## config.mk

```make
export PLATFORM = sky130hd
export DESIGN_NAME = pe_cmd_issuer
export DESIGN_NICKNAME = d
export VERILOG_FILES = /design/src/rtl/pe_cmd_issuer.sv
export SDC_FILE = /design/constraint.sdc
export NUM_CORES = 1
export LEC_CHECK = 0
export ABC_CLOCK_PERIOD_IN_PS = 5550
export CAP_MARGIN = 10
export CORE_MARGIN = 10
export CORE_UTILIZATION = 49
export DETAILED_ROUTE_END_ITERATION = 8
export GPL_ROUTABILITY_DRIVEN = 0
export PLACE_DENSITY = 0.78
export SLEW_MARGIN = 0
export SYNTH_ARGS = -nofsm -noshare
export SYNTH_HDL_FRONTEND = slang
export SYNTH_SLANG_ARGS = --single-unit
export TNS_END_PERCENT = 10
```

## constraint.sdc

```tcl
create_clock -name clk -period 5.55 [get_ports clk]
set_clock_uncertainty 0.1 [all_clocks]
set_input_delay 1.11 -clock clk [delete_from_list [all_inputs] [get_ports clk]]
set_output_delay 1.11 -clock clk [all_outputs]
set_load 0.01 [all_outputs]
```

## src/rtl/pe_cmd_issuer.sv

```systemverilog
// pe_cmd_issuer: buffers host commands in a FIFO and issues them one at a time to the
// single-cycle PE core, returning each result (or a timeout error) as a host response.
// Optional feature macro PE_CMD_CHAIN_EN: a command may take op1 from the last good result.
module pe_cmd_issuer #(
  parameter int DEPTH   = 4,
  parameter int TIMEOUT = 4
) (
  input  logic        clk,
  input  logic        rst,
  input  logic        cmd_valid,
  output logic        cmd_ready,
  input  logic [31:0] cmd_opcode,
  input  logic [31:0] cmd_op1,
  input  logic [31:0] cmd_op2,
  input  logic [31:0] cmd_op3,
  input  logic        cmd_chain,
  output logic [31:0] pe_opcode,
  output logic [31:0] pe_op1,
  output logic [31:0] pe_op2,
  output logic [31:0] pe_op3,
  output logic        pe_valid,
  input  logic [31:0] pe_result,
  input  logic        pe_result_valid,
  output logic        rsp_valid,
  input  logic        rsp_ready,
  output logic [31:0] rsp_data,
  output logic        rsp_err,
  output logic        busy,
  output logic        stray_err
);

  localparam int AW = $clog2(DEPTH);
  localparam int CW = AW + 1;
  localparam int TW = $clog2(TIMEOUT + 1);
`ifdef PE_CMD_CHAIN_EN
  localparam int EW = 129;
`else
  localparam int EW = 128;
`endif

  typedef enum logic [1:0] {S_IDLE, S_ISSUE, S_WAIT, S_RESP} state_t;

  // Handshakes: a command transfers on a cycle with cmd_valid && cmd_ready; a response
  // transfers on a cycle with rsp_valid && rsp_ready, and rsp_* hold until then.
  state_t        r_state;
  logic [EW-1:0] r_mem [DEPTH];
  logic [AW-1:0] r_wr_ptr;
  logic [AW-1:0] r_rd_ptr;
  logic [CW-1:0] r_count;
  logic [TW-1:0] r_wait;

  logic          w_full;
  logic          w_empty;
  logic          w_push;
  logic          w_pop;
  logic [EW-1:0] w_wr_entry;
  logic [EW-1:0] w_head;
  logic [31:0]   w_iss_op1;

  assign w_full    = (r_count == CW'(DEPTH));
  assign w_empty   = (r_count == '0);
  assign w_push    = cmd_valid && !w_full;
  assign w_pop     = !w_empty && ((r_state == S_IDLE) || ((r_state == S_RESP) && rsp_ready));
  assign cmd_ready = !w_full;
  assign busy      = !w_empty || (r_state != S_IDLE);
  assign w_head    = r_mem[r_rd_ptr];

`ifdef PE_CMD_CHAIN_EN
  logic [31:0] r_chain;
  assign w_wr_entry = {cmd_chain, cmd_opcode, cmd_op1, cmd_op2, cmd_op3};
  assign w_iss_op1  = w_head[128] ? r_chain : w_head[95:64];
`else
  logic w_unused_chain;
  assign w_unused_chain = cmd_chain;
  assign w_wr_entry     = {cmd_opcode, cmd_op1, cmd_op2, cmd_op3};
  assign w_iss_op1      = w_head[95:64];
`endif

  always_ff @(posedge clk) begin
    if (w_push) r_mem[r_wr_ptr] <= w_wr_entry;
  end

  // A full FIFO never pushes, so a push and pop together leave the count unchanged.
  always_ff @(posedge clk or posedge rst) begin
    if (rst) begin
      r_wr_ptr <= '0;
      r_rd_ptr <= '0;
      r_count  <= '0;
    end else begin
      if (w_push) r_wr_ptr <= r_wr_ptr + AW'(1);
      if (w_pop)  r_rd_ptr <= r_rd_ptr + AW'(1);
      case ({w_push, w_pop})
        2'b10:   r_count <= r_count + CW'(1);
        2'b01:   r_count <= r_count - CW'(1);
        default: r_count <= r_count;
      endcase
    end
  end

  always_ff @(posedge clk or posedge rst) begin
    if (rst) begin
      r_state   <= S_IDLE;
      r_wait    <= '0;
      pe_opcode <= '0;
      pe_op1    <= '0;
      pe_op2    <= '0;
      pe_op3    <= '0;
      pe_valid  <= 1'b0;
      rsp_valid <= 1'b0;
      rsp_data  <= '0;
      rsp_err   <= 1'b0;
      stray_err <= 1'b0;
`ifdef PE_CMD_CHAIN_EN
      r_chain   <= '0;
`endif
    end else begin
      pe_valid <= 1'b0;
      if (pe_result_valid && (r_state != S_WAIT)) stray_err <= 1'b1;
      case (r_state)
        S_IDLE: begin
          if (!w_empty) begin
            pe_opcode <= w_head[127:96];
            pe_op1    <= w_iss_op1;
            pe_op2    <= w_head[63:32];
            pe_op3    <= w_head[31:0];
            pe_valid  <= 1'b1;
            r_state   <= S_ISSUE;
          end
        end
        S_ISSUE: begin
          r_wait  <= TW'(1);
          r_state <= S_WAIT;
        end
        S_WAIT: begin
          if (pe_result_valid) begin
            rsp_data  <= pe_result;
            rsp_err   <= 1'b0;
            rsp_valid <= 1'b1;
`ifdef PE_CMD_CHAIN_EN
            r_chain   <= pe_result;
`endif
            r_state   <= S_RESP;
          end else if (r_wait == TW'(TIMEOUT)) begin
            rsp_data  <= '0;
            rsp_err   <= 1'b1;
            rsp_valid <= 1'b1;
            r_state   <= S_RESP;
          end else begin
            r_wait <= r_wait + TW'(1);
          end
        end
        S_RESP: begin
          if (rsp_ready) begin
            rsp_valid <= 1'b0;
            if (!w_empty) begin
              pe_opcode <= w_head[127:96];
              pe_op1    <= w_iss_op1;
              pe_op2    <= w_head[63:32];
              pe_op3    <= w_head[31:0];
              pe_valid  <= 1'b1;
              r_state   <= S_ISSUE;
            end else begin
              r_state <= S_IDLE;
            end
          end
        end
        default: r_state <= S_IDLE;
      endcase
    end
  end

endmodule

```

=== Yosys cells after proc, flatten, opt, wreduce, memory -nomap -nowiden ===
Memory sizes are Yosys's and may differ from the RTL's.
Index checks and enable logic that the tools add are counted.
Widths: inputs -> output; s select.

* Register bits: 176
* RAM bits: 512
* Bits of input ports: 166
* Output and inout bits: 166
* Word-level logic and storage cells: 88
* Memories: 1

{| class="wikitable"
|+ Memories
! memory !! words !! bits a word !! read ports !! clocked after Yosys merged registers in !! wr ports !! line !! source
|-
| r_mem || 4 || 128 || 1 || 0 || 1 || 46 || <nowiki>logic [EW-1:0] r_mem [DEPTH];</nowiki>
|}

* Add/subtract/negate cells: 5
* Equal/unequal tests: 13
* Mux-type cells: 34
* Reductions and logical operators: 21

{| class="wikitable"
|+ Operator list
! operator !! count
|-
| $mux 32 || 10
|-
| $pmux 32 s2 || 4
|-
| $pmux 3 s2 || 2
|-
| $reduce_bool 2->1 || 6
|-
| $ne 2x2->1 const B || 5
|-
| $mux 1 || 9
|-
| $reduce_and 3->1 || 3
|-
| $mux 2 || 4
|-
| $pmux 2 s4 || 1
|-
| $add 3x1->3 const B || 2
|-
| $eq 2x2->1 const B || 3
|-
| $eq 3x3->1 const B || 2
|-
| $mux 3 || 2
|-
| $add 2x1->2 const B || 2
|-
| $eq 2x1->1 const B || 2
|-
| $logic_and 1x1->1 || 4
|-
| $pmux 1 s2 || 2
|-
| $reduce_and 2->1 || 2
|-
| $logic_not 3->1 || 1
|-
| $ne 3x3->1 const B || 1
|-
| $sub 3x1->3 const B || 1
|-
| $logic_not 1->1 || 2
|-
| $logic_not 2->1 || 1
|-
| $logic_or 1x1->1 || 2
|}

=== Logic depth before layout (Yosys ltp) ===
Gate-level depths: netlist of run 1.

* Depth in word-level cells: 6
* Mapped depth: 10

=== Worst setup path before layout of run 1 ===
OpenSTA, ideal clock, no wires.

* Path kind: input to register
* Start: in cmd_valid
* End: mem r_mem[0][0] (enable)
* Setup time: 0.503 ns
* Arrival: 4.091 ns
* Required time: 4.947 ns
* Slack: 0.855 ns
* Cell stages on the path: 1
* Buffers on the path: 0
* Path through: and3_1

* Longest elaborated chain between the ends: 3

{| class="wikitable"
|+ RTL lines
! item !! line !! source
|-
| start, declared || 10 || <nowiki>input logic cmd_valid,</nowiki>
|-
| $logic_and 1x1->1 || 62 || <nowiki>assign w_push = cmd_valid && !w_full;</nowiki>
|-
| $mux 1 || 80 || <nowiki>if (w_push) r_mem[r_wr_ptr] <= w_wr_entry;</nowiki>
|-
| $mux 1 (not written as such) || 80 ||
|-
| end, declared || 46 ||
|}

No other way between the ends.

=== Worst setup path after layout of run 1 ===
* Start: reg r_count[1]
* End: out cmd_ready

* Longest elaborated chain between the ends: 2

{| class="wikitable"
|+ RTL lines
! item !! line !! source
|-
| start, declared || 49 || <nowiki>logic [CW-1:0] r_count;</nowiki>
|-
| start signal, assigned || 93 || <nowiki>2'b10: r_count <= r_count + CW'(1);</nowiki>
|-
| start signal, assigned || 94 || <nowiki>2'b01: r_count <= r_count - CW'(1);</nowiki>
|-
| start signal, assigned || 95 || <nowiki>default: r_count <= r_count;</nowiki>
|-
| $eq 3x3->1 || 60 || <nowiki>assign w_full = (r_count == CW'(DEPTH));</nowiki>
|-
| $logic_not 1->1 || 64 || <nowiki>assign cmd_ready = !w_full;</nowiki>
|-
| end, declared || 11 || <nowiki>output logic cmd_ready,</nowiki>
|}

No other way between the ends.

==> impl_metrics.py, run 1 <==
metrics = {
    "run_status": {
        "status": "completed",
    },
    "placement": {
        "portBuffers": 330,
        "dpl.hpwl_um": 31700,
        "placed_cell_area_um2": 29400,
    },
    "grt": {
        "use_met3": 0.0411,
        "antenna_found_initial": 7,
        "grt_busiest_layer": "met2",
        "grtUsageMet2": 0.294,
        "grt_usage": 0.174,
        "grt_max_degree": 135,
        "first_global_vias": 13000,
        "grt_first_pass_wirelength_um": 80700,
        "grt.overflow.total": 0,
        "met1_usage": 0.216,
    },
    "die": {
        "std_cell_rows": 83,
        "pin_count": 332,
        "die-area_um2": 61100,
        "start_util": 0.494,
        "coreArea_um2": 51200,
        "fp.dieH_um": 247,
        "die_w_um": 247,
    },
    "sta": {
        "setup_viol": 0,
        "final-hold-violation-count": 0,
        "period_minus_slack_ps": 3300,
        "tightest_slew_ps": 1230,
        "grt_setup_unrepaired": "false",
        "slew_headroom": 0.177,
        "fmax_ghz": 0.303,
        "fin_tns_setup_ps": 0,
        "finalMaxSlewViolations": 0,
        "min_period_over_period": 0.595,
    },
    "power_and_ir_drop": {
        "pwr-share-comb": 0.327,
        "p_total_mw": 18.7,
        "power_frac_seq": 0.420,
        "p_sw_frac": 0.288,
        "powerDensity_nw_per_um2": 589,
        "p_int_mw": 13.3,
        "ir_drop_v": 0.000546,
        "power.leakage_nw": 11.1,
        "clkPwrFrac": 0.253,
        "p_sw_mw": 5.37,
    },
    "synth": {
        "yosysSeqAreaShare": 0.783,
        "synth_area_leaders": "edfxtp_1 61%, dfrtp_1 17%, mux4_2 11%",
        "syn_inst": 1103,
        "async_reset_ff_frac": 0.256,
        "synth_edf_count": 512,
        "yosysWarningCount": 0,
        "synth_nets": 1282,
        "synthFlopType": "edfxtp_1",
        "yosysTopAreaCellShare": 0.608,
        "syn_area_um2": 25300,
        "avgSynthCellArea_um2": 22.9,
        "ys_types": 37,
        "synth_seq_cells": 688,
        "yosysTopAreaCell": "edfxtp_1",
    },
    "setup_path": {
        "crit_slowest_cell": "clkdlybuf4s50_1",
        "cp-startpoint": "r_count[1]",
        "cp_top_family": "buffers and inverters",
        "r2r_end": "pe_op2[31]",
        "crit_fanout": 6,
        "start_kind": "flip-flop",
        "worstPathRequired_ps": 4340,
        "r2r_slack_ps": 2800,
        "crit_chain": "or3b_1 > clkdlybuf4s50_1",
        "cp_slowest_stage_delay_ps": 580,
        "worst-setup-path-type": "reg2out",
        "critPathBufInv": 1,
        "cp.arrival_ps": 2090,
        "cp-end-kind": "output pin",
        "regToRegStartpoint": "r_state[0]",
        "r2r_cells": 5,
    },
    "clock_tree": {
        "clkTransAtPathRegs_ps": 60,
        "cts_setup_buffers": 0,
        "clk_latency_ps": 590,
        "root_buffer": "clkbuf_16",
        "cts_buffers": 72,
        "postCtsHoldBufs": 0,
        "cts_tree": "done",
        "cts_max_level": 3,
        "cts_resized": 0,
        "cts_sinks": 688,
        "clk_path_buf_depth": 3,
    },
    "final_layout": {
        "final_area_um2": 31700,
        "syn_to_final_growth_pct": 25.5,
        "drive_gt1_frac": 0.259,
        "final_nets": 1655,
        "n_fill_cell": 3455,
    },
    "worst_hold_path": {
        "hold_path_class": "reg2reg",
        "hp-start": "stray_err",
        "hold_end": "stray_err",
        "hold_depth": 1,
    },
    "routing": {
        "via_per_inst": 5.46,
        "postRouteAntennaNets": 0,
        "vias": 12100,
        "wl_per_cell_um": 24.0,
        "first_iter_violations": 797,
        "drtPass1Iterations": 5,
        "drc": 0,
        "wl_um": 53300,
    },
    "flow_run": {
        "max_cap_violations": 0,
    },
}
[placed cells by master (no fill, tap or decap), types with 14 or more instances in the layout]
| cell | count |
|---|---|
| mux4_2 | 128 |
| inv_1 | 14 |
| edfxtp_1 | 512 |
| a22o_1 | 32 |
| clkbuf_1 | 14 |
| buf_4 | 14 |
| clkbuf_16 | 75 |
| clkinv_2 | 15 |
| mux2_2 | 131 |
| dfrtp_1 | 174 |
| clkdlybuf4s50_1 | 330 |
[flip-flops by register name, indices dropped and copies added, names as in the netlist]
name	flops
pe_op1	32
pe_op2	32
pe_op3	32
pe_opcode	32
pe_valid	1
r_count	3
r_mem	512
r_rd_ptr	2
r_state	2
r_wait	3
r_wr_ptr	2
rsp_data	32
rsp_err	1
rsp_valid	1
stray_err	1
[metal layers]
metal / wire (µm) / part of all wire
met1: 20700 / 0.39
met2: 28100 / 0.53
met3: 3260 / 0.061
met4: 1170 / 0.022
met5: 59 / 0.0011
[Yosys cell counts (all sizes together) (3+ instances only)]
library cell	count
edfxtp	512
dfrtp	176
mux2	131
mux4	128
buf	33
a22o	32
clkbuf	18
inv	15
ha	12
a21oi	5
and3	4
nand2	4
xor2	4
nor2	3
nor3	3
[how the worst max path moves through the flow]
stage | to | slack (ps) | cells past startpoint
after floorplan | r_mem[0][0] | 860 | 1
after global placement | r_mem[2][111] | 1990 | 3
after detailed placement | r_mem[2][111] | 1980 | 3
after CTS | cmd_ready | 2220 | 2
after global routing | cmd_ready | 2180 | 2
final | cmd_ready | 2250 | 2
[cell families (layout without fill, tap and decap cells)]
logic type	after synthesis	in the layout	share of synthesized area
other	0	3	0
AO/OA/AOI/OAI	48	48	0.0151
multiplexers	260	260	0.173
flip-flops	688	688	0.783
adder cells (fa/ha/maj)	13	13	0.00673
XOR/XNOR	6	6	0.00208
buffers and inverters	66	497	0.0153
AND/OR/NAND/NOR	22	22	0.00520
[power groups by stage]
| stage | Clock, mW | Combinational [mW] | Sequential, mW |
|---|---|---|---|
| after floorplan | 0 | 3.77 | 7.97 |
| after global placement | 0 | 6.09 | 7.87 |
| after detailed placement | 0 | 6.21 | 7.95 |
| after CTS | 4.84 | 6.26 | 7.87 |
| after global routing | 5.05 | 6.54 | 8.00 |
| final | 4.73 | 6.10 | 7.83 |
[final cells by class]
type | instances | area, µm² | share of cell area
Tap cell | 680 | 851 | 0.0268
Timing Repair Buffer | 350 | 3530 | 0.111
Multi-Input combinational cell | 349 | 5130 | 0.162
Clock buffer | 91 | 1960 | 0.0617
Inverter | 15 | 60.1 | 0.00189
Sequential cell | 688 | 19800 | 0.624
Antenna cell | 3 | 7.51 | 0.000237
Clock inverter | 41 | 390 | 0.0123
[through the flow]
step | util | setup WS (ps) | hold WS, ps | instances
5_1_grt | 0.619 | 2180 | 385 | 2217
3_3_place_gp | 0.573 | 1990 | 350 | 2082
2_1_floorplan | - | 855 | 384 | 1103
3_5_place_dp | 0.573 | 1980 | 347 | 2082
6_report | 0.619 | 2250 | 360 | 2217
4_1_cts | 0.619 | 2220 | 364 | 2214
(Power assumes the default switching activity.)
==> run 2: changes to the inputs <==
--- a/config.mk
+++ b/config.mk
@@ -5,13 +5,13 @@
 export SDC_FILE = /design/constraint.sdc
 export NUM_CORES = 1
 export LEC_CHECK = 0
-export ABC_CLOCK_PERIOD_IN_PS = 5550
+export ABC_CLOCK_PERIOD_IN_PS = 3330
 export CAP_MARGIN = 10
 export CORE_MARGIN = 10
-export CORE_UTILIZATION = 49
+export CORE_UTILIZATION = 55
 export DETAILED_ROUTE_END_ITERATION = 8
 export GPL_ROUTABILITY_DRIVEN = 0
-export PLACE_DENSITY = 0.78
+export PLACE_DENSITY = 0.83
 export SLEW_MARGIN = 0
 export SYNTH_ARGS = -nofsm -noshare
 export SYNTH_HDL_FRONTEND = slang
==> constraint.sdc (replaced) <==
create_clock -name clk -period 3.33 [get_ports clk]
set_clock_uncertainty 0.1 [all_clocks]
set_input_delay 0.666 -clock clk [delete_from_list [all_inputs] [get_ports clk]]
set_output_delay 0.666 -clock clk [all_outputs]
set_load 0.01 [all_outputs]
==> run 2 against run 1 <==
  * Utilization rose by 7.9 points
  * Critical path depth did not move
  * Setup slack got worse by 1700 ps
==> impl_metrics.py, run 2 (synthesis gave the netlist of run 1 again) <==
metrics = {
    "run_status": {
        "status": "completed",
    },
    "sta": {
        "fin_tns_setup_ps": 0,
        "min_period_over_period": 0.845,
        "slew_headroom": 0.439,
        "tightest_slew_ps": 841,
        "setup_viol": 0,
        "holdWs_ps": 357,
        "period_minus_slack_ps": 2820,
        "grt_setup_unrepaired": "false",
        "finalWorstSetupSlack_ps": 515,
        "final-hold-violation-count": 0,
        "fmax_ghz": 0.355,
        "finalMaxSlewViolations": 0,
    },
    "placement": {
        "placed_cell_area_um2": 29500,
        "dp_cells": 2007,
        "portBuffers": 330,
        "dpl.hpwl_um": 32600,
        "place_ws_ps": 641,
    },
    "worst_hold_path": {
        "hold_path_class": "in2async",
    },
    "setup_path": {
        "cp.arrival_ps": 2050,
        "start_kind": "flip-flop",
        "crit_fanout": 6,
        "worstPathRequired_ps": 2560,
        "worst-setup-path-type": "reg2out",
        "cp-end-kind": "output pin",
    },
    "flow_run": {
        "max_cap_violations": 0,
    },
    "power_and_ir_drop": {
        "ir_drop_v": 0.000862,
        "powerDensity_nw_per_um2": 982,
        "p_total_mw": 31.1,
        "power.leakage_nw": 11.1,
    },
    "die": {
        "std_cell_rows": 78,
        "coreArea_um2": 45400,
        "fp.dieH_um": 234,
        "die-area_um2": 54900,
        "die_w_um": 234,
        "start_util": 0.557,
        "pin_count": 332,
    },
    "clock_tree": {
        "postCtsHoldBufs": 0,
        "cts_sinks": 688,
        "cts_resized": 0,
        "clk_latency_ps": 590,
        "cts_tree": "done",
        "root_buffer": "clkbuf_16",
        "cts_setup_buffers": 0,
        "cts_max_level": 3,
        "cts_buffers": 68,
        "clkTransAtPathRegs_ps": 60,
        "clk_path_buf_depth": 3,
    },
    "final_layout": {
        "n_fill_cell": 2704,
        "final_nets": 1656,
        "finalNonFillerCells": 2134,
        "drive_gt1_frac": 0.258,
        "final_cell_mix": "512 x edfxtp_1, 330 x clkdlybuf4s50_1, 174 x dfrtp_1",
        "top_register": "r_mem",
        "layout_commonest_cell": "edfxtp_1",
        "largest_reg_flops": 512,
        "fin_util": 0.699,
        "multi_input_area_um2": 5130,
        "final_area_um2": 31700,
        "seq_area_um2": 19800,
        "syn_to_final_growth_pct": 25.5,
    },
    "routing": {
        "wl_um": 54000,
        "first_iter_violations": 898,
        "drc": 0,
        "drtPass1Iterations": 5,
        "postRouteAntennaNets": 0,
        "vias": 12200,
        "via_per_inst": 5.70,
        "wl_per_cell_um": 25.3,
    },
    "grt": {
        "grt_max_degree": 85,
        "grt_first_pass_wirelength_um": 81800,
        "grt.overflow.total": 0,
        "antenna_found_initial": 7,
        "grt_usage": 0.198,
        "first_global_vias": 13200,
    },
}
==> run 2: changes by cell type in the layout (fill, tap and decap cells not counted), sizes merged <==
cell,before,now
diode,3,1
clkbuf,91,90
clkinvlp,7,3
clkinv,25,22
bufinv,6,7
inv,18,19
buf,20,25
==> run 2: final cells by class <==
class / instances / area share
multi-input cells: 349 / 0.162
repair buffers: 355 / 0.118
inverters: 15 / 0.00189
flip-flops and latches: 688 / 0.624
clock inverters: 36 / 0.0121
diodes: 1 / 0.0000789
well taps: 600 / 0.0237
clock buffers: 90 / 0.0589
==> run 2: critical path, stage by stage, from the launching register on <==
cell and delay (ps):
dfrtp_1 440, or3b_1 480, clkdlybuf4s50_1 540
==> run 2: path summary, 6_finish.rpt <==
path / slack, ps / cells after the start / to / start
worst max-delay path: 510 / 2 / cmd_ready / r_count[0]
worst min-delay path: 360 / 2 / rsp_data[27] / rst
worst max register to register: 830 / 5 / pe_op2[15] / r_state[0]
worst min register to register: 370 / 1 / stray_err / stray_err
max in group asynchronous: 1980 / 3 / rsp_data[3] / rst
min in group clk: 370 / 1 / stray_err / stray_err
==> run 2: power breakdown <==
group / switching, mW / total [mW] / internal (mW) / leakage, nW
Clock: 3.12 / 7.64 / 4.52 / 1.10
Sequential: 1.02 / 12.8 / 11.8 / 6.78
Combinational: 4.83 / 10.7 / 5.84 / 3.21
==> run 2: layer usage <==
metal / wire [µm] / up-vias / track usage
met5: 80 / - / 0
met1: 20800 / 6394 / 0.253
met3: 3920 / 107 / 0.0531
met2: 27700 / 404 / 0.327
met4: 1440 / 12 / 0.0699
li1: - / 5257 / -
==> run 3: changes to the inputs <==
--- a/config.mk
+++ b/config.mk
@@ -5,13 +5,13 @@
 export SDC_FILE = /design/constraint.sdc
 export NUM_CORES = 1
 export LEC_CHECK = 0
-export ABC_CLOCK_PERIOD_IN_PS = 3330
+export ABC_CLOCK_PERIOD_IN_PS = 2320
 export CAP_MARGIN = 10
 export CORE_MARGIN = 10
-export CORE_UTILIZATION = 55
+export CORE_UTILIZATION = 49
 export DETAILED_ROUTE_END_ITERATION = 8
 export GPL_ROUTABILITY_DRIVEN = 0
-export PLACE_DENSITY = 0.83
+export PLACE_DENSITY = 0.78
 export SLEW_MARGIN = 0
 export SYNTH_ARGS = -nofsm -noshare
 export SYNTH_HDL_FRONTEND = slang
==> constraint.sdc (replaced) <==
create_clock -name clk -period 2.32 [get_ports clk]
set_clock_uncertainty 0.1 [all_clocks]
set_input_delay 0.464 -clock clk [delete_from_list [all_inputs] [get_ports clk]]
set_output_delay 0.464 -clock clk [all_outputs]
set_load 0.01 [all_outputs]
==> run 3 against run 2 <==
  * Count of clock-buffer cells in the layout is 9 higher
  * Power increased by 50%
  * Sequential share of layout area fell by 2.2 points
  * Combinational power grew 58%
  * Sequential power increased by 43%
  * Via count is 2.8% higher
  * Die area grew 11%
  * Critical endpoint unchanged
  * Largest cell class unchanged
  * Largest power group unchanged
==> impl_metrics.py, run 3 (synthesis gave the netlist of run 1 again) <==
metrics = {
    "run_status": {
        "status": "completed",
    },
    "die": {
        "start_util": 0.494,
        "fp.dieH_um": 247,
        "coreArea_um2": 51200,
        "std_cell_rows": 83,
        "pin_count": 332,
        "die-area_um2": 61100,
        "die_w_um": 247,
    },
    "final_layout": {
        "final_nets": 1735,
        "drive_gt1_frac": 0.303,
        "top_register": "r_mem",
        "finalNonFillerCells": 2295,
        "final_cell_mix": "512 x edfxtp_1, 328 x clkdlybuf4s50_1, 173 x dfrtp_1",
        "layout_commonest_cell": "edfxtp_1",
        "fin_util": 0.642,
        "n_fill_cell": 3313,
        "final_area_um2": 32800,
        "syn_to_final_growth_pct": 30.0,
        "largest_reg_flops": 512,
    },
    "power_and_ir_drop": {
        "powerDensity_nw_per_um2": 1420,
        "power.leakage_nw": 11.6,
        "ir_drop_v": 0.000799,
    },
    "setup_path": {
        "cp.arrival_ps": 1670,
        "cp-startpoint": "r_count[1]",
        "regToRegStartpoint": "r_state[0]",
        "crit_fanout": 5,
        "worst-setup-path-type": "reg2out",
        "start_kind": "flip-flop",
        "worstPathRequired_ps": 1760,
        "cp-end-kind": "output pin",
    },
    "grt": {
        "grt.overflow.total": 0,
        "first_global_vias": 13800,
        "grt_usage": 0.185,
        "grt_max_degree": 70,
        "antenna_found_initial": 4,
        "grt_first_pass_wirelength_um": 85100,
    },
    "sta": {
        "grt_setup_unrepaired": "false",
        "final-hold-violation-count": 0,
        "finalMaxSlewViolations": 0,
        "period_minus_slack_ps": 2230,
        "tightest_slew_ps": 491,
        "holdWs_ps": 66.9,
        "slew_headroom": 0.672,
        "min_period_over_period": 0.961,
        "setup_viol": 0,
        "fmax_ghz": 0.448,
    },
    "clock_tree": {
        "cts_tree": "done",
        "clk_path_buf_depth": 3,
        "clk_latency_ps": 600,
        "clkTransAtPathRegs_ps": 60,
        "cts_buffers": 70,
        "cts_sinks": 688,
        "root_buffer": "clkbuf_16",
        "cts_max_level": 3,
        "postCtsHoldBufs": 0,
    },
    "routing": {
        "drtPass1Iterations": 5,
        "wl_per_cell_um": 24.4,
        "wl_um": 56000,
        "vias": 12500,
        "drc": 0,
        "postRouteAntennaNets": 0,
        "via_per_inst": 5.45,
        "first_iter_violations": 932,
    },
    "placement": {
        "portBuffers": 330,
        "placed_cell_area_um2": 30400,
        "dp_cells": 2161,
        "dpl.hpwl_um": 36600,
    },
    "flow_run": {
        "max_cap_violations": 0,
    },
    "worst_hold_path": {
        "hold_path_class": "in2async",
    },
}
-- run 3: cell types whose count changed in the layout (fill, tap and decap cells not counted), moves of 3 or more --
cell       delta
buf_12       +25
buf_4        +50
clkbuf_16     +4
clkbuf_8      +6
clkinv_1      -6
ha_1          -3
-- run 3: report_power, final --
| group | internal, mW | switching (mW) |
|---|---|---|
| registers | 16.9 | 1.38 |
| clock network | 6.85 | 4.55 |
| logic | 9.54 | 7.32 |
-- run 3: cell type report --
cell class                 count  area [µm²]  share of cell area
sequential                   688       19800               0.602
tap                          680         851              0.0259
timing repair buffer         432        4620               0.141
clock buffer                  99        2050              0.0623
inverter                      15        60.1             0.00183
multi-input combinational    349        5160               0.157
antenna                        3        7.51            0.000229
clock inverter                29         322             0.00979
-- run 3: stage by stage --
stage,worst slack (ps),TNS [ps],power (mW)
6_report,89.7,0,46.6
2_1_floorplan,-529,-358270,27.9
5_1_grt,16.6,0,48.8
3_5_place_dp,-102,-1710,35.5
3_3_place_gp,-104,-824,34.9
4_1_cts,24.9,0,47.2
-- run 3: final timing paths --
check,cells past startpoint,to,slack [ps]
worst max register to register,7,pe_op2[26],150
worst max-delay path,3,cmd_ready,90
min in group clk,2,rsp_data[20],370
worst min register to register,1,stray_err,370
max in group asynchronous,4,rsp_data[19],1320
worst min-delay path,2,pe_op1[6],70
-- run 3: worst max-delay path: stages, from the launching register on --
cell     delay, ps
dfrtp_1        370
or3b_1         380
buf_4          170
buf_2          150
-- run 3: layer usage --
| layer | part of all wire | vias to the layer above | global-route usage |
|---|---|---|---|
| li1 | - | 5401 | - |
| met1 | 0.39 | 6657 | 0.222 |
| met2 | 0.54 | 354 | 0.324 |
| met3 | 0.052 | 93 | 0.0378 |
| met4 | 0.026 | 4 | 0.0698 |
| met5 | 0.00039 | - | 0 |
-- run 3: what timing repair did --
action | in CTS | in global routing
setup buffers | 1 | 2
pin swaps | 1 | 3
gates resized for setup | 8 | 9
setup endpoints to repair | 2 | 98
==> variant 1, RTL diff (settings of run 3) <==
Encoding of `state_t`: now one-hot (4 bits for 4 states).
--- a/src/rtl/pe_cmd_issuer.sv
+++ b/src/rtl/pe_cmd_issuer.sv
@@ -39,5 +39,5 @@
 `endif
 
-  typedef enum logic [1:0] {S_IDLE, S_ISSUE, S_WAIT, S_RESP} state_t;
+  typedef enum logic [3:0] {S_IDLE = 4'b0001, S_ISSUE = 4'b0010, S_WAIT = 4'b0100, S_RESP = 4'b1000} state_t;
 
   // Handshakes: a command transfers on a cycle with cmd_valid && cmd_ready; a response
Function: no difference found for any inputs over 4 cycles, from zero or initial values and one cycle with rst high; so few cycles prove little.
==> variant 1 against run 3 <==
First-iteration DRC count is 23% lower; cell area decreased by 0.62%; count of clock-buffer cells in the layout up 5; setup slack worse by 70 ps; synthesized area grew 0.28%; critical path depth grew 5; power decreased by 4.9%; sequential cell count rose by 2; routed wire length down 1.6%.
==> variant 1: results (changes against run 3) <==
### Clock network
• **CTS Buffer Depth** 3, unchanged
• **CTS buffer count** 70, unchanged
• **clk slew on worst S/H paths** 60 ps, about the same
• **clock root cell** clkbuf_16
• **Clock Latency Late Sink** 590 ps
• **level count of the clock H-tree** 3, unchanged

### Min path
• **type of the tightest min-delay check** primary input to asynchronous set/reset pin

### Place
• **port bufs** 330, unchanged
• **dpl cell area** 30320 um^2, -0.33%
• **Post-Place Setup Slack** -401.2 ps, -298.9 ps
• **post-detailed-placement half-perimeter wirelength** 35690 um, -2.5%

### Final layout
• **filler instances** 3409, +2.9%
• **register with the most flip-flops** r_mem
• **Largest register FFs** 512, unchanged
• **NumNets Final** 1709, -1.5%
• **layout cells sized above 1** 22.49%, -7.8 points

### Logic synthesis
• **post-synthesis sequential area ratio** 78.26%, about the same
• **yosys warns** 0, unchanged
• **commonest cells in the netlist** 512 x edfxtp_1, 177 x dfrtp_1, 128 x mux4_2
• **proportion of register bits with asynchronous set or reset after synthesis** 25.80%, +0.22 points
• **arithmetic-cell share of the synthesized area counting full adders, half adders and majority gates** 0.4246%, -0.25 points
• **share of the synthesized area in compound gates (AO/OA/AOI/OAI)** 1.669%, +0.16 points
• **number of distinct library cells after synthesis** 46, +24%
• **mux share of post-synthesis cell area** 17.11%, -0.18 points
• **Primary FF master, synth** edfxtp_1
• **leading post-synthesis cells by cell area** edfxtp_1 61%, dfrtp_1 17%, mux4_2 11%
• **nets in the synthesized netlist** 1282, unchanged
• **xor/xnor cell area share of the yosys netlist** 0.2420%, +0.034 points
• **Post-synth EDFFs** 512, unchanged

### Critical path
• **capture point of the critical path** r_count[2]
• **Worst Path Max Fanout** 3, -2
• **kind of start point of the critical path** flip-flop
• **R2R Path Start** r_state[0]
• **cell with the biggest individual delay on the critical path** dfstp_2
• **worst reg-to-reg path cell count** 8, +1
• **Worst Path Arrival** 2700 ps, +1030 ps
• **maximum cell stage delay along the critical path** 570 ps, +190 ps

### Timing
• **highest clock frequency the design can meet** 434.7 MHz, -3.0%
• **Slew HR** 61.09%, -6.2 points
• **Hold Worst Slack** 217.8 ps, +150.8 ps

### Route
• **detailed-router iteration count before antenna repair** 5, unchanged
• **detailed-route via count** 12420, -0.71%
• **Iter 0 DRT Violations** 716, -23%
• **total wire length** 55090 um, -1.6%

### Pwr
• **switch share** 28.32%, -0.12 points
• **peak ir drop on the vdd network** 1.275 mV, +59%
• **leakage power** 11.50 nW, -1.2%

### Run status
• **status** complete, no violations

### GRT
• **global-route usage over all layers** 18.05%, -0.45 points
• **via count of the first global-routing pass** 13430, -2.8%
• **number of antenna violations at the first check in global routing** 6, +2
• **largest net degree at the start of global routing** 97, +39%
• **first-pass GRT wire length** 83320 um, -2.1%

variant 1: critical path: cells and delay by family, from the launching register on:
kind / cells / cell delay (ps)
AO/OA/AOI/OAI: 1 / 370
flip-flops: 1 / 570
AND/OR/NAND/NOR: 2 / 180
buffers and inverters: 1 / 60
adder cells (fa/ha/maj): 2 / 620
XOR/XNOR: 2 / 320
variant 1: per-stage QoR:
stage / util, % / std cells
final: 63.63 / 2274
after detailed placement: 59.11 / 2143
after floorplan: - / 1108
after global placement: 59.11 / 2143
after CTS: 63.59 / 2272
after global routing: 63.63 / 2274
variant 1: layout make-up:
class / count / area (um^2) / area share [%]
multi-input combinational: 353 / 5181 / 15.87
antenna: 2 / 5.005 / 0.01533
tap: 680 / 850.8 / 2.606
inverter: 11 / 45.04 / 0.1380
clock inverter: 25 / 270.3 / 0.8279
sequential: 690 / 19840 / 60.77
clock buffer: 104 / 2036 / 6.236
timing repair buffer: 409 / 4419 / 13.54
variant 1: power by group through the flow:
| stage | combinational, mW | sequential [mW] | clock, mW |
|---|---|---|---|
| 5_1_grt | 15.9 | 18.6 | 11.9 |
| 3_3_place_gp | 14.6 | 18.4 | 0 |
| 2_1_floorplan | 7.72 | 18.9 | 0 |
| 3_5_place_dp | 15.0 | 18.6 | 0 |
| 4_1_cts | 15.1 | 18.4 | 11.4 |
| 6_report | 14.8 | 18.3 | 11.2 |
variant 1: per-layer routing:
layer	vias up	part of all wire (%)	GRT usage, %
met1	6566	39	22.46
li1	5397	-	-
met5	-	0.10	0
met3	87	6.9	5.300
met2	362	52	30.54
met4	8	2.1	4.913
variant 1: repair_timing:
| item | CTS | global route |
|---|---|---|
| endpoints found under the hold margin | 0 | 0 |
| buffers inserted | 0 | 0 |
| gates resized for setup | 6 | 7 |
| setup endpoints to repair | 2 | 14 |
==> variant 2, RTL diff (config.mk and constraints of run 3) <==
Made on the original files. Add a define of `PE_CMD_CHAIN_EN`.
--- a/src/rtl/pe_cmd_issuer.sv
+++ b/src/rtl/pe_cmd_issuer.sv
@@ -2,4 +2,6 @@
 // single-cycle PE core, returning each result (or a timeout error) as a host response.
 // Optional feature macro PE_CMD_CHAIN_EN: a command may take op1 from the last good result.
+`define PE_CMD_CHAIN_EN
+
 module pe_cmd_issuer #(
   parameter int DEPTH   = 4,
Function: changed (a bounded check fails within 4 cycles, from zero or initial values and one cycle with rst high).
==> variant 2 against run 3 <==
Routed wire length rose by 6.0%; highest routed layer unchanged; cell area rose by 5.6%; power rose by 7.7%; synthesized area rose by 7.4%; largest cell class unchanged; via count rose by 6.8%; sequential cell count rose by 36; setup slack got worse by 83 ps.
==> variant 2: results (changes against run 3) <==
### Route
• **Iter 0 DRT Violations** 1002, +7.5%
• **total wire length** 59290 um, +6.0%
• **detailed-router iteration count before antenna repair** 5, unchanged
• **detailed-route via count** 13360, +6.8%
• **post-route DRC violation count** 0, unchanged

### Place
• **Post-Place Setup Slack** -199.3 ps, -97.02 ps
• **port bufs** 331, +0.30%
• **post-detailed-placement half-perimeter wirelength** 38720 um, +5.8%

### Clock network
• **clk slew on worst S/H paths** 60 ps, about the same
• **CTS Buffer Depth** 3, unchanged
• **clock root cell** clkbuf_16
• **CTS buffer count** 74, +5.7%
• **Clock Latency Late Sink** 610 ps
• **level count of the clock H-tree** 3, unchanged

### Logic synthesis
• **share of the synthesized area in compound gates (AO/OA/AOI/OAI)** 1.388%, -0.12 points
• **post-synthesis sequential area ratio** 76.29%, -2.0 points
• **commonest cells in the netlist** 516 x edfxtp_1, 208 x dfrtp_1, 135 x mux2_2
• **Post-synth EDFFs** 516, +0.78%
• **mux share of post-synthesis cell area** 19.72%, +2.4 points
• **yosys warns** 0, unchanged
• **number of distinct library cells after synthesis** 38, +2.7%
• **proportion of register bits with asynchronous set or reset after synthesis** 28.73%, +3.1 points
• **arithmetic-cell share of the synthesized area counting full adders, half adders and majority gates** 0.6271%, -0.046 points
• **Primary FF master, synth** edfxtp_1
• **nets in the synthesized netlist** 1388, +8.3%
• **leading post-synthesis cells by cell area** edfxtp_1 57%, dfrtp_1 19%, mux4_2 11%
• **xor/xnor cell area share of the yosys netlist** 0.1937%, -0.014 points

### GRT
• **number of antenna violations at the first check in global routing** 7, +3
• **global-route usage over all layers** 18.11%, -0.39 points
• **via count of the first global-routing pass** 14450, +4.6%
• **first-pass GRT wire length** 91020 um, +6.9%
• **largest net degree at the start of global routing** 70, unchanged

### Final layout
• **layout cells sized above 1** 31.22%, +0.89 points
• **register with the most flip-flops** r_mem
• **NumNets Final** 1821, +5.0%
• **filler instances** 3608, +8.9%
• **Largest register FFs** 516, +0.78%

### Min path
• **type of the tightest min-delay check** primary input to asynchronous set/reset pin

### Critical path
• **worst reg2reg setup slack** 50 ps, -100 ps
• **Worst Path Max Fanout** 5, unchanged

### Run status
• **status** complete, no violations

### Timing
• **Slew HR** 67.68%, +0.44 points
• **Hold Worst Slack** 228.3 ps, +161.4 ps
• **worst path setup slack after routing** 6.299 ps, -83.41 ps

### Pwr
• **peak ir drop on the vdd network** 1.058 mV, +32%
• **leakage power** 12.47 nW, +7.2%

## variant 2: layout make-up
cell class,count,area [um^2],share of cell area (%)
Sequential cell,724,20710,59.72
Multi-Input combinational cell,413,6113,17.63
Timing Repair Buffer,414,4414,12.73
Clock buffer,100,2032,5.860
Tap cell,748,935.9,2.699
Clock inverter,38,404.1,1.165
Inverter,15,60.06,0.1732
Antenna cell,4,10.01,0.02887
## variant 2: path summary, 6_finish.rpt
kind                       startpoint         end  depth (start not counted)
setup reg to reg           r_count[1]  r_count[2]                          9
setup / recovery           r_count[1]   cmd_ready                          3
hold reg to reg             stray_err   stray_err                          1
max in group asynchronous         rst  pe_op1[13]                          4
min in group clk            stray_err   stray_err                          1
hold / removal                    rst  r_count[0]                          3
## variant 2: what timing repair did
action | 4_1_cts | 5_1_grt
resized for setup | 5 | 8
pin swaps | 0 | 3
setup buffers | 1 | 0
endpoints found under the setup margin | 2 | 3
## variant 2: per-stage QoR
step           cell area, um^2  std cells
2_1_floorplan            27140       1209
3_3_place_gp             32220       2313
3_5_place_dp             32220       2313
4_1_cts                  34650       2452
5_1_grt                  34670       2455
6_report                 34680       2456
## variant 2: cells by family after synthesis
logic type / Yosys count
DFF: 724
muxes: 326
buffers and inverters: 72
AOI/OAI and AO/OA: 47
and+or+nand+nor: 21
adders and majority gates: 13
xor gates and xnor gates: 6
## variant 2: where the power goes
part,internal (mW),total (mW),switching [mW],leakage [nW]
logic,10.9,18.7,7.87,4.09
clock network,6.98,11.8,4.85,1.19
registers,17.9,19.6,1.70,7.19
## variant 2: routing by layer
metal | track usage, % | wire length, um
met2 | 30.08 | 30340
met5 | 0 | 43
met3 | 4.435 | 3687
met1 | 23.39 | 24230
met4 | 5.322 | 992
## variant 2: critical path, cell delays in order, from the launching register on
cell and delay, ps:
dfrtp_1 430, or3b_1 400, buf_4 170, buf_2 150
